<file path="config.mk">
export PLATFORM = sky130hd
export DESIGN_NAME = spi_flash_reader
export DESIGN_NICKNAME = d
export VERILOG_FILES = /design/src/rtl/spi_flash_reader_pkg.sv /design/src/rtl/spi_access_seq.sv /design/src/rtl/spi_flash_reader.sv
export SDC_FILE = /design/constraint.sdc
export NUM_CORES = 1
export LEC_CHECK = 0
export BUFFER_PORTS_ARGS = -buffer_cell sky130_fd_sc_hd__buf_4
export CAP_MARGIN = 30
export CORE_AREA = 2 2 115 117
export DETAILED_ROUTE_END_ITERATION = 7
export DIE_AREA = 0 0 117 119
export PLACE_DENSITY_LB_ADDON = 0.15
export SLEW_MARGIN = 30
export SYNTH_ARGS = -nofsm -noshare
export SYNTH_HDL_FRONTEND = slang
export SYNTH_SLANG_ARGS = --single-unit
</file>
<file path="constraint.sdc">
create_clock -name clk -period 5.05 [get_ports clk]
set_input_delay 0 -clock clk [delete_from_list [all_inputs] [get_ports clk]]
set_output_delay 0 -clock clk [all_outputs]
set_load 0.005 [all_outputs]
</file>
<file path="src/rtl/spi_flash_reader_pkg.sv">
`default_nettype none
// ============================================================================
// Module      : spi_flash_reader_pkg
// Description : Shared types and op codes for the SPI flash word reader.
// Revision    : 1.0 - initial release
// ============================================================================
package spi_flash_reader_pkg;

    typedef enum logic [3:0] {
        ST_IDLE,
        ST_CS_ON,
        ST_CMD,
        ST_ADDR,
        ST_DUMMY,
        ST_DATA,
        ST_CS_OFF,
        ST_DONE
    } state_t;

    typedef enum logic [2:0] {
        PH_IDLE,
        PH_ISSUE,
        PH_GAP,
        PH_POLL,
        PH_FETCH
    } phase_t;

    // c_op_fetch at the sequencer boundary means SEND + POLL + FETCH
    localparam logic [2:0] c_op_cs_on  = 3'd0;
    localparam logic [2:0] c_op_cs_off = 3'd1;
    localparam logic [2:0] c_op_send   = 3'd2;
    localparam logic [2:0] c_op_poll   = 3'd3;
    localparam logic [2:0] c_op_fetch  = 3'd4;

    localparam logic [3:0] c_wstrb_byte = 4'b0001;
    localparam logic [3:0] c_wstrb_none = 4'b0000;

endpackage
`default_nettype wire

</file>
<file path="src/rtl/spi_access_seq.sv">
`default_nettype none
// ============================================================================
// Module      : spi_access_seq
// Description : Runs one primitive op against the SPI master register port,
//               including the valid/ready handshake, idle gap and busy poll.
// Revision    : 1.0 - initial release
// ============================================================================
module spi_access_seq
    import spi_flash_reader_pkg::*;
(
    input  logic        clk,
    input  logic        reset,
    input  logic        start,
    input  logic [2:0]  op,
    input  logic [7:0]  tx_byte,
    output logic        done,
    output logic [7:0]  rx_byte,
    output logic        spi_valid,
    output logic        spi_ctrl,
    output logic [31:0] spi_wdata,
    output logic [3:0]  spi_wstrb,
    input  logic [31:0] spi_rdata,
    input  logic        spi_ready
);

    phase_t r_phase;
    phase_t r_next;
    logic   r_send;
    logic   r_fetch;
    logic   w_unused_rdata;

    assign w_unused_rdata = ^spi_rdata[30:8];

    always_ff @(posedge clk or posedge reset) begin
        if (reset) begin
            r_phase   <= PH_IDLE;
            r_next    <= PH_IDLE;
            r_send    <= 1'b0;
            r_fetch   <= 1'b0;
            done      <= 1'b0;
            rx_byte   <= 8'h00;
            spi_valid <= 1'b0;
            spi_ctrl  <= 1'b0;
            spi_wdata <= 32'h0;
            spi_wstrb <= c_wstrb_none;
        end else begin
            done <= 1'b0;
            case (r_phase)
                PH_IDLE: begin
                    if (start) begin
                        spi_valid <= 1'b1;
                        spi_wstrb <= c_wstrb_byte;
                        r_phase   <= PH_ISSUE;
                        r_send    <= (op == c_op_send) || (op == c_op_fetch);
                        r_fetch   <= (op == c_op_fetch);
                        if ((op == c_op_cs_on) || (op == c_op_cs_off)) begin
                            spi_ctrl  <= 1'b0;
                            spi_wdata <= {31'h0, (op == c_op_cs_on)};
                        end else begin
                            spi_ctrl  <= 1'b1;
                            spi_wdata <= {24'h0, tx_byte};
                        end
                    end
                end
                PH_ISSUE: begin
                    if (spi_ready) begin
                        spi_valid <= 1'b0;
                        if (r_send) begin
                            r_phase <= PH_GAP;
                            r_next  <= PH_POLL;
                        end else begin
                            done    <= 1'b1;
                            r_phase <= PH_IDLE;
                        end
                    end
                end
                // valid was dropped on the acknowledge edge; re-raise it here
                PH_GAP: begin
                    spi_valid <= 1'b1;
                    spi_ctrl  <= (r_next == PH_FETCH);
                    spi_wdata <= 32'h0;
                    spi_wstrb <= c_wstrb_none;
                    r_phase   <= r_next;
                end
                PH_POLL: begin
                    if (spi_ready) begin
                        spi_valid <= 1'b0;
                        if (spi_rdata[31]) begin
                            r_phase <= PH_GAP;
                            r_next  <= PH_POLL;
                        end else if (r_fetch) begin
                            r_phase <= PH_GAP;
                            r_next  <= PH_FETCH;
                        end else begin
                            done    <= 1'b1;
                            r_phase <= PH_IDLE;
                        end
                    end
                end
                PH_FETCH: begin
                    if (spi_ready) begin
                        spi_valid <= 1'b0;
                        rx_byte   <= spi_rdata[7:0];
                        done      <= 1'b1;
                        r_phase   <= PH_IDLE;
                    end
                end
                default: r_phase <= PH_IDLE;
            endcase
        end
    end

endmodule
`default_nettype wire

</file>
<file path="src/rtl/spi_flash_reader.sv">
`default_nettype none
// ============================================================================
// Module      : spi_flash_reader
// Description : Turns a 32-bit CPU read into a SPI NOR read transaction, with
//               a one-entry last-word cache.
// Revision    : 1.0 - initial release
// ============================================================================
module spi_flash_reader
    import spi_flash_reader_pkg::*;
#(
    parameter logic [7:0] CMD         = 8'h03,
    parameter int         DUMMY_BYTES = 0,
    parameter bit         CACHE_EN    = 1'b1
) (
    input  logic        clk,
    input  logic        reset,
    input  logic        flush,
    input  logic        valid,
    input  logic [23:0] addr,
    output logic        ready,
    output logic [31:0] rdata,
    output logic        busy,
    output logic        spi_valid,
    output logic        spi_ctrl,
    output logic [31:0] spi_wdata,
    output logic [3:0]  spi_wstrb,
    input  logic [31:0] spi_rdata,
    input  logic        spi_ready
);

    state_t      r_state;
    logic [1:0]  r_cnt;
    logic        r_start;
    logic [21:0] r_word_addr;
    logic [21:0] r_tag;
    logic [31:0] r_cache_data;
    logic        r_cache_valid;
    logic [2:0]  w_op;
    logic [7:0]  w_tx;
    logic        w_done;
    logic [7:0]  w_rx;
    logic        w_hit;
    logic        w_unused_addr;

    assign w_unused_addr = ^addr[1:0];
    assign w_hit = CACHE_EN && r_cache_valid && !flush && (addr[23:2] == r_tag);

    // Op for the current state; the sequencer latches it on r_start
    always_comb begin
        w_op = c_op_send;
        w_tx = 8'h00;
        case (r_state)
            ST_CS_ON:  w_op = c_op_cs_on;
            ST_CS_OFF: w_op = c_op_cs_off;
            ST_CMD:    w_tx = CMD;
            ST_ADDR: begin
                case (r_cnt)
                    2'd0:    w_tx = r_word_addr[21:14];
                    2'd1:    w_tx = r_word_addr[13:6];
                    default: w_tx = {r_word_addr[5:0], 2'b00};
                endcase
            end
            ST_DATA:   w_op = c_op_fetch;
            default:   ;
        endcase
    end

    spi_access_seq u_seq (
        .clk       (clk),
        .reset     (reset),
        .start     (r_start),
        .op        (w_op),
        .tx_byte   (w_tx),
        .done      (w_done),
        .rx_byte   (w_rx),
        .spi_valid (spi_valid),
        .spi_ctrl  (spi_ctrl),
        .spi_wdata (spi_wdata),
        .spi_wstrb (spi_wstrb),
        .spi_rdata (spi_rdata),
        .spi_ready (spi_ready)
    );

    always_ff @(posedge clk or posedge reset) begin
        if (reset) begin
            r_state       <= ST_IDLE;
            r_cnt         <= 2'd0;
            r_start       <= 1'b0;
            r_word_addr   <= 22'h0;
            r_tag         <= 22'h0;
            r_cache_data  <= 32'h0;
            r_cache_valid <= 1'b0;
            ready         <= 1'b0;
            rdata         <= 32'h0;
            busy          <= 1'b0;
        end else begin
            r_start <= 1'b0;
            ready   <= 1'b0;
            if (flush) begin
                r_cache_valid <= 1'b0;
            end
            case (r_state)
                // !ready: the CPU still holds valid during the ready cycle
                ST_IDLE: begin
                    if (valid && !ready) begin
                        if (w_hit) begin
                            ready <= 1'b1;
                            rdata <= r_cache_data;
                        end else begin
                            r_word_addr <= addr[23:2];
                            busy        <= 1'b1;
                            r_start     <= 1'b1;
                            r_state     <= ST_CS_ON;
                        end
                    end
                end
                ST_CS_ON: begin
                    if (w_done) begin
                        r_start <= 1'b1;
                        r_state <= ST_CMD;
                    end
                end
                ST_CMD: begin
                    if (w_done) begin
                        r_cnt   <= 2'd0;
                        r_start <= 1'b1;
                        r_state <= ST_ADDR;
                    end
                end
                ST_ADDR: begin
                    if (w_done) begin
                        r_start <= 1'b1;
                        if (r_cnt == 2'd2) begin
                            r_cnt   <= 2'd0;
                            r_state <= (DUMMY_BYTES != 0) ? ST_DUMMY : ST_DATA;
                        end else begin
                            r_cnt <= r_cnt + 2'd1;
                        end
                    end
                end
                ST_DUMMY: begin
                    if (w_done) begin
                        r_cnt   <= 2'd0;
                        r_start <= 1'b1;
                        r_state <= ST_DATA;
                    end
                end
                ST_DATA: begin
                    if (w_done) begin
                        rdata[{r_cnt, 3'b000} +: 8] <= w_rx;
                        r_cnt   <= r_cnt + 2'd1;
                        r_start <= 1'b1;
                        if (r_cnt == 2'd3) begin
                            r_state <= ST_CS_OFF;
                        end
                    end
                end
                ST_CS_OFF: begin
                    if (w_done) begin
                        r_state <= ST_DONE;
                    end
                end
                ST_DONE: begin
                    ready         <= 1'b1;
                    busy          <= 1'b0;
                    r_tag         <= r_word_addr;
                    r_cache_data  <= rdata;
                    r_cache_valid <= !flush;
                    r_state       <= ST_IDLE;
                end
                default: r_state <= ST_IDLE;
            endcase
        end
    end

endmodule
`default_nettype wire

</file>
Yosys cells after proc, flatten, opt, wreduce, memory -nomap -nowiden
Index checks and enable logic that the tools add are counted.
- flip-flop bits (word level): 173
- output and inout bits: 72
- word-level logic and storage cells: 163
- add/subtract/negate cells: 2
- equality and inequality tests: 38
- shift operators: 2
- multiplexer cells: 68
- bitwise gates (word level): 1
- reductions and logical operators: 32
- operator list (operator ; count):
    two-way mux 32 bit ; 4
    case mux 32 bit (2 select lines) ; 2
    two-way mux 4 bit ; 11
    bitwise mux 32 bit ; 1
    case mux 8 bit (2 select lines) ; 2
    variable shift 8 x 7 -> 32 bit, first input constant ; 1
    indexed part select 8 x 7 -> 32 bit ; 1
    two-way mux 3 bit ; 10
    case mux 4 bit (7 select lines) ; 1
    == test 22 bit ; 1
    two-way mux 1 bit ; 19
    != test 2 x 1 -> 1 bit, second input constant ; 9
    != test 2 bit, second input constant ; 9
    == test 4 x 3 -> 1 bit, second input constant ; 4
    case mux 3 bit (5 select lines) ; 1
    two-way mux 2 bit ; 6
    AND reduction 4 bit ; 3
    AND reduction 10 bit ; 1
    nonzero test 2 bit ; 5
    == test 3 x 2 -> 1 bit, second input constant ; 3
    == test 3 bit, second input constant ; 3
    case mux 3 bit (3 select lines) ; 1
    AND reduction 3 bit ; 3
    == test 4 x 2 -> 1 bit, second input constant ; 2
    other kinds (26) ; 40

Depth between registers and ports, before layout
Gate-level depths: netlist of the first run.
- word-level depth: 7
- mapped depth: 10

By module
A second synthesis of the first run with hierarchy kept.
- cells, all modules: 671
- area, all modules: 7385.8 sq um
- modules (own cells, without submodules) (module ; times used ; cells each ; area an instance (sq um) ; seq. area each (sq um)):
    spi_flash_reader ; 1 ; 543 ; 5972.0 ; 2927.8
    spi_access_seq ; 1 ; 128 ; 1413.9 ; 675.6

Worst setup path after synthesis of the first run
OpenSTA, ideal clock, no wires.
- kind: reg2reg
- start: reg r_state[0]
- end: reg r_state[1]
- setup time: 125 ps
- arrival: 2011 ps
- slack: 2914 ps
- cell stages (with the launch flop): 9
- path buffers: 1
- path through: dfrtp_1 inv_1 ha_1 clkbuf_1 or3_1 a21oi_1 o21ai_1 a311oi_1 mux2_2
- cells in the longest elaborated chain, start to end: 3
- elaborated cells on any way between the ends: 19
- those cells by class: 16 x eq/ne; 1 x mux; 2 x reduce/logical
- ends and longest elaborated chain (element ; line ; RTL):
    from (decl) ; spi_flash_reader.sv:31 ; state_t r_state;
    from (signal assigned) ; spi_flash_reader.sv:135 ; r_state <= (DUMMY_BYTES != 0) ? ST_DUMMY : ST_DATA;
    == test 4 x 1 -> 1 bit, or another cell as far along ; spi_flash_reader.sv:102 ; case (r_state)
    != test 2 x 1 -> 1 bit (no line) or != test 2 bit (tied branches) ; n/a ;
    AND reduction 10 bit (no line) ; n/a ;
Parallel ways exist; a longest one is shown, timed or not.
A chain may end at the register's enable or synchronous reset.

Worst setup path after layout of the first run
- start: reg r_state[1]
- end: reg rdata[16]
- cells in the longest elaborated chain, start to end: 3
- elaborated cells on any way between the ends: 8
- those cells by class: 4 x eq/ne; 1 x mux; 3 x reduce/logical
- ends and longest elaborated chain (element ; line ; RTL):
    == test 4 x 3 -> 1 bit or logical NOT 4 bit (tied branches) ; spi_flash_reader.sv:102 ;
    != test 2 x 1 -> 1 bit (no line), or another cell as far along ; n/a ;
    AND reduction 4 bit (no line) ; n/a ;
    to (signal assigned) ; spi_flash_reader.sv:108 ; rdata <= r_cache_data;
    to (signal, indexed assignment) ; spi_flash_reader.sv:150 ; rdata[{r_cnt, 3'b000} +: 8] <= w_rx;
    to (decl) ; spi_flash_reader.sv:21 ; output logic [31:0] rdata,
Parallel ways exist; a longest one is shown, timed or not.

==> results of run 1 <==
-- layout by cell type, fill, tap and decap left out, drive strengths merged, types with 10 or more instances in the layout --
| master | netlist | layout |
|---|---|---|
| xnor2 | 17 | 17 |
| a21oi | 17 | 17 |
| dlygate4sd3 | 0 | 34 |
| conb | 1 | 27 |
| mux2 | 103 | 103 |
| ha | 10 | 10 |
| a22o | 22 | 22 |
| o22a | 11 | 11 |
| o21ai | 30 | 30 |
| inv | 13 | 13 |
| nand2 | 43 | 43 |
| nor2 | 19 | 19 |
| dfrtp | 144 | 144 |
| buf | 40 | 81 |
| clkbuf | 15 | 20 |
-- cells by family (layout without fill, tap and decap cells) --
| logic type | Yosys count | count (layout) | share of synthesized area |
|---|---|---|---|
| xor gates and xnor gates | 22 | 22 | 0.02818 |
| buffers and inverters | 68 | 159 | 0.05855 |
| AOI/OAI and AO/OA | 116 | 116 | 0.1193 |
| muxes | 104 | 104 | 0.1711 |
| and+or+nand+nor | 103 | 103 | 0.07703 |
| adders and majority gates | 10 | 10 | 0.01830 |
| other | 1 | 27 | 0.0005484 |
| DFF | 144 | 144 | 0.5270 |
-- power breakdown --
part           leakage (nW)  internal [W]  switching (W)  total [W]
registers              1.84       0.00158       0.000396    0.00198
clock network         0.318      0.000909       0.000474    0.00138
logic                  1.79      0.000819       0.000728    0.00155
-- critical path, cell delays in order (launching register included) --
cell and delay, ps:
dfrtp_1 410, inv_1 90, ha_1 360, nand2_2 480
nor4_2 980, a22oi_1 150, o21ai_0 210, a21o_1 110
-- layer usage --
layer	up-vias	global-route usage	share of wire
li1	2194	-	-
met1	2441	0.3136	0.46
met2	135	0.3544	0.48
met3	16	0.06310	0.054
met4	0	0.06838	0.012
met5	-	0	0
-- state kept, by name, indices dropped and copies added, names as in the netlist --
name / count
u_seq.spi_valid: 1
r_tag: 22
r_cache_valid: 1
r_start: 1
r_cache_data: 32
ready: 1
u_seq.r_send: 1
u_seq.r_fetch: 1
r_state: 3
u_seq.r_phase: 3
u_seq.rx_byte: 8
busy: 1
rdata: 32
u_seq.r_next: 2
u_seq.done: 1
r_cnt: 2
u_seq.spi_wstrb: 1
r_word_addr: 22
u_seq.spi_wdata: 8
u_seq.spi_ctrl: 1
-- stage by stage --
step / instances / power (W) / area [um^2] / setup WS, ps
global placement: 796 / 0.003435 / 7431 / 2269
CTS: 861 / 0.004926 / 8423 / 2180
detailed placement: 796 / 0.003511 / 7431 / 2202
floorplan: 594 / 0.003002 / 6935 / 1184
global route: 861 / 0.005180 / 8423 / 1954
finish: 861 / 0.004906 / 8423 / 2183
-- area by class of cell --
type / instances / area, um^2
flip-flops and latches: 144 / 3603
clock buffers: 20 / 466.7
clock inverters: 11 / 185.2
multi-input cells: 382 / 2945
repair buffers: 115 / 948.4
fillers: 992 / 4452
well taps: 176 / 220.2
inverters: 13 / 53.80
-- what timing repair did --
item,in CTS,in global routing
hold buffers,34,0
hold endpoints to repair,119,0
gates resized for setup,0,0
-- final timing paths --
| check | startpoint | end | slack, ps | depth (start not counted) |
|---|---|---|---|---|
| max | r_state[1]$_DFFE_PP0P_ | rdata[16]$_DFFE_PP0P_ | 2180 | 7 |
| min in group asynchronous | reset | u_seq.r_phase[0]$_DFFE_PP0P_ | 260 | 3 |
| min reg2reg | u_seq.r_fetch$_DFFE_PP0P_ | u_seq.r_fetch$_DFFE_PP0P_ | 490 | 2 |
| min | valid | r_state[1]$_DFFE_PP0P_ | 200 | 4 |
| max in group asynchronous | reset | r_word_addr[20]$_DFFE_PP0P_ | 3490 | 4 |
| max reg2reg | r_state[1]$_DFFE_PP0P_ | rdata[16]$_DFFE_PP0P_ | 2180 | 7 |
==> run summary, run 1 <==
run status -> complete, no violations
ys flop type -> dfrtp_1
TritonRoute pass-1 iters -> 5
RSZ-0062 raised after global routing -> no
Data arrival, critical path -> 3230 ps
worst path required time -> 5410 ps
EDFF count, synth -> 0
Final Util -> 0.6542
area fraction of the dominant cell type after synthesis -> 0.5270
core area -> 12870 um^2
gpl congestion -> 0.8098
top post-synthesis cells by area -> dfrtp_1 53%, mux2_2 17%, buf_4 3.1%
top-count cell post-synth -> dfrtp_1
Yosys reg bits -> 144
max cap viols -> 0
clock period minus worst slack -> 2867 ps
Hold Slack -> 202.5 ps
final WL -> 15260 um
CP max FO -> 31
pin count of the biggest net entering global routing -> 83
residual DRC count -> 0
Cells after Synth -> 568
CTS clock-pin slew for the worst setup and hold paths -> 60 ps
CTS tree -> done
relative slew slack -> 0.3251
fraction of layout cells with a size suffix above 1 -> 0.3299
Port Buffer Count -> 80
Worst-Skew Late Latency -> 420 ps
Setup Skew -> 5.272 ps
Crit. End Element -> flip-flop
Clock Tree Buf Depth -> 2
Post-DP HPWL -> 9718 um
initial antenna violation count -> 0
Ys Warns -> 0
sequential area share after synthesis -> 0.5270
fin nets -> 744
post-route ant nets -> 0
Starting DRT DRC Count -> 434
Max Slew Vio Count -> 0
Leak -> 3.954 nW
pwr/cell area -> 582.4 nW/um^2
Post-synth ARST share -> 1.000
row cnt -> 42
CP Class -> flip-flop to flip-flop
setup TNS -> 0 ps
vias after detailed routing -> 4786
Starting Density -> 0.5311
final setup fails -> 0
Synth Area per Inst -> 12.04 um^2
total track usage -> 0.2281
Die Span Y -> 119 um
Chip Width -> 117 um
Num CTS Buffers -> 17
final hold vios -> 0
TritonCTS Sinks -> 144
remaining global-route overflow -> 0
WL/cell -> 17.72 um
Yosys cell types -> 52
maximum vdd ir drop -> 0.3233 mV
vias per inst -> 5.559
Slew @ Worst Pin -> 1004 ps
# IOs -> 133
vias in the first global route -> 4752
full die area -> 13920 um^2
fmax -> 348.8 MHz
Synth top cells by count -> 144 x dfrtp_1, 103 x mux2_2, 40 x nand2_1, 28 x buf_4, 26 x o21ai_0
Root Buffer -> clkbuf_16
area leader, netlist -> dfrtp_1
Worst Setup Start Kind -> flip-flop
global-route wire length before repair -> 23980 um
# diodes -> 0
Worst Hold Class -> input pin to flip-flop
synthesized area -> 6838 um^2
final period utilization -> 0.5678
H-tree Lvls -> 4
Area Growth Syn to Fin -> 23.18%
post-CTS setup buffers -> 0
Power figures use the tool's default switching activity.
==> inputs of run 2 (changes only) <==
clock period = 2.68 ns   (was 5.05 ns; I/O delays follow)
==> run 2 against run 1 <==
- final cell count increased by 1.5%
- clock skew increased by 2.1 ps
- critical path depth is 1 lower
- combinational power grew 90%
- non-clock buffer count is 14 higher
- design area up 0.82%
- clock power up 78%
- first-iteration DRC count fell by 33%
- sequential share of layout area down 0.35 points
- largest cell class unchanged
==> run summary, run 2 (same netlist as run 1, synthesis figures left out) <==
Hold EP -> r_state[1]$_DFFE_PP0P_
Die Span Y -> 119 um
CTS tree -> done
RSZ-0062 raised after global routing -> no
CTS clock-pin slew for the worst setup and hold paths -> 50 ps
Final Util -> 0.6596
Leak -> 4.000 nW
max cap viols -> 0
post-CTS sizing -> 0
Clock Tree Buf Depth -> 2
FF-to-FF End -> rdata[14]$_DFFE_PP0P_
Max Slew Vio Count -> 0
pin count of the biggest net entering global routing -> 145
reg2reg setup slack -> 270 ps
row cnt -> 42
Port Buffer Count -> 80
core area -> 12870 um^2
Area Growth Syn to Fin -> 24.19%
fraction of layout cells with a size suffix above 1 -> 0.3381
H-tree Lvls -> 4
Worst-Skew Late Latency -> 420 ps
Hold Slack -> 212.6 ps
Setup Skew -> 7.326 ps
final hold vios -> 0
commonest non-fill, non-tap cells in the layout -> 144 x dfrtp_1, 103 x mux2_2, 94 x buf_4
# diodes -> 0
vias in the first global route -> 4748
TritonRoute pass-1 iters -> 4
Crit path max-delay family -> simple AND/OR/NAND/NOR gates
TritonCTS Sinks -> 144
Post-DP HPWL -> 9839 um
residual DRC count -> 0
CP max stage cell -> nor3_1
initial antenna violation count -> 0
Crit. End Element -> flip-flop
maximum vdd ir drop -> 0.5751 mV
run status -> complete, no violations
Chip Width -> 117 um
Starting DRT DRC Count -> 290
crit path buf inv count -> 1
Starting Density -> 0.5311
clock period minus worst slack -> 2408 ps
full die area -> 13920 um^2
final WL -> 15110 um
post-route ant nets -> 0
r2r startpoint -> r_state[1]$_DFFE_PP0P_
# IOs -> 133
pwr/cell area -> 1078 nW/um^2
WL/cell -> 17.29 um
crit-path max cell delay -> 830 ps
final period utilization -> 0.8986
Worst Hold Class -> input pin to flip-flop
CP max FO -> 15
fin cells -> 874
placed cells -> 810
Root Buffer -> clkbuf_16
Slew @ Worst Pin -> 917.7 ps
Data arrival, critical path -> 2770 ps
most common cell after layout, fill and taps aside -> dfrtp_1
Largest regs -> r_cache_data (32), rdata (32)
total track usage -> 0.2290
R2R cell count -> 6
Worst Setup Start Kind -> flip-flop
WHS Path Cells -> 4
final setup fails -> 0
relative slew slack -> 0.3835
worst path required time -> 3040 ps
Num CTS Buffers -> 17
fmax -> 415.2 MHz
vias per inst -> 5.437
remaining global-route overflow -> 0
vias after detailed routing -> 4752
crit-path cells -> inv_1 > ha_1 > nand2_2 > nor3_1 > a22o_1 > mux2_2
setup TNS -> 0 ps
CP Class -> flip-flop to flip-flop
fin nets -> 758
gpl congestion -> 0.7953
worst hold start -> valid
global-route wire length before repair -> 24360 um
-- run 2: changes by cell type in the layout (fill, tap and decap cells not counted), moves of 2 or more --
cell and change:
buf_4 +13, clkinv_2 -2, clkbuf_1 +2, clkbuf_8 +3
bufinv_16 -2
-- run 2: cell type report --
type | instances | area [um^2]
Inverter | 13 | 52.55
Clock inverter | 5 | 100.1
Sequential cell | 144 | 3603
Tap cell | 176 | 220.2
Timing Repair Buffer | 129 | 1066
Fill cell | 991 | 4383
Clock buffer | 25 | 515.5
Multi-Input combinational cell | 382 | 2934
-- run 2: per-stage QoR --
stage | power, W | setup WS, ps | area [um^2]
5_1_grt | 0.009677 | 42.85 | 8492
4_1_cts | 0.009195 | 262.3 | 8492
3_5_place_dp | 0.006670 | 279.6 | 7536
2_1_floorplan | 0.005658 | 543.8 | 6939
6_report | 0.009152 | 271.7 | 8492
3_3_place_gp | 0.006530 | 310.4 | 7536
-- run 2: worst register-to-register path: stages, from the launching register on --
cell	delay (ps)
dfrtp_1	410
inv_1	100
ha_1	360
nand2_2	280
nor3_1	830
a22o_1	230
mux2_2	140
-- run 2: timing repair --
action	in CTS	in global routing
setup buffers	0	0
hold buffers	34	0
endpoints found under the setup margin	0	0
endpoints found under the hold margin	182	0
-- run 2: where the power goes --
group / leakage, nW / internal, W / total [W] / switching [W]
clock network: 0.305 / 0.00160 / 0.00246 / 0.000857
registers: 1.84 / 0.00298 / 0.00374 / 0.000765
logic: 1.85 / 0.00160 / 0.00295 / 0.00136
-- run 2: worst max-delay path by stage --
stage	startpoint	to	slack [ps]	cells after the start
after floorplan	r_state[0]$_DFFE_PP0P_	r_state[1]$_DFFE_PP0P_	540	8
after global placement	r_state[1]$_DFFE_PP0P_	rdata[10]$_DFFE_PP0P_	310	6
after detailed placement	r_state[1]$_DFFE_PP0P_	rdata[10]$_DFFE_PP0P_	280	6
after CTS	r_state[1]$_DFFE_PP0P_	rdata[10]$_DFFE_PP0P_	260	6
after global routing	r_state[1]$_DFFE_PP0P_	rdata[10]$_DFFE_PP0P_	40	6
final	r_state[1]$_DFFE_PP0P_	rdata[14]$_DFFE_PP0P_	270	6
-- run 2: layer usage --
layer	GRT usage	vias to the layer above	routed length, um
met3	0.05445	17	558
met2	0.3559	114	7305
met1	0.3181	2402	7080
li1	-	2219	-
met4	0.07353	0	168
met5	0	-	0
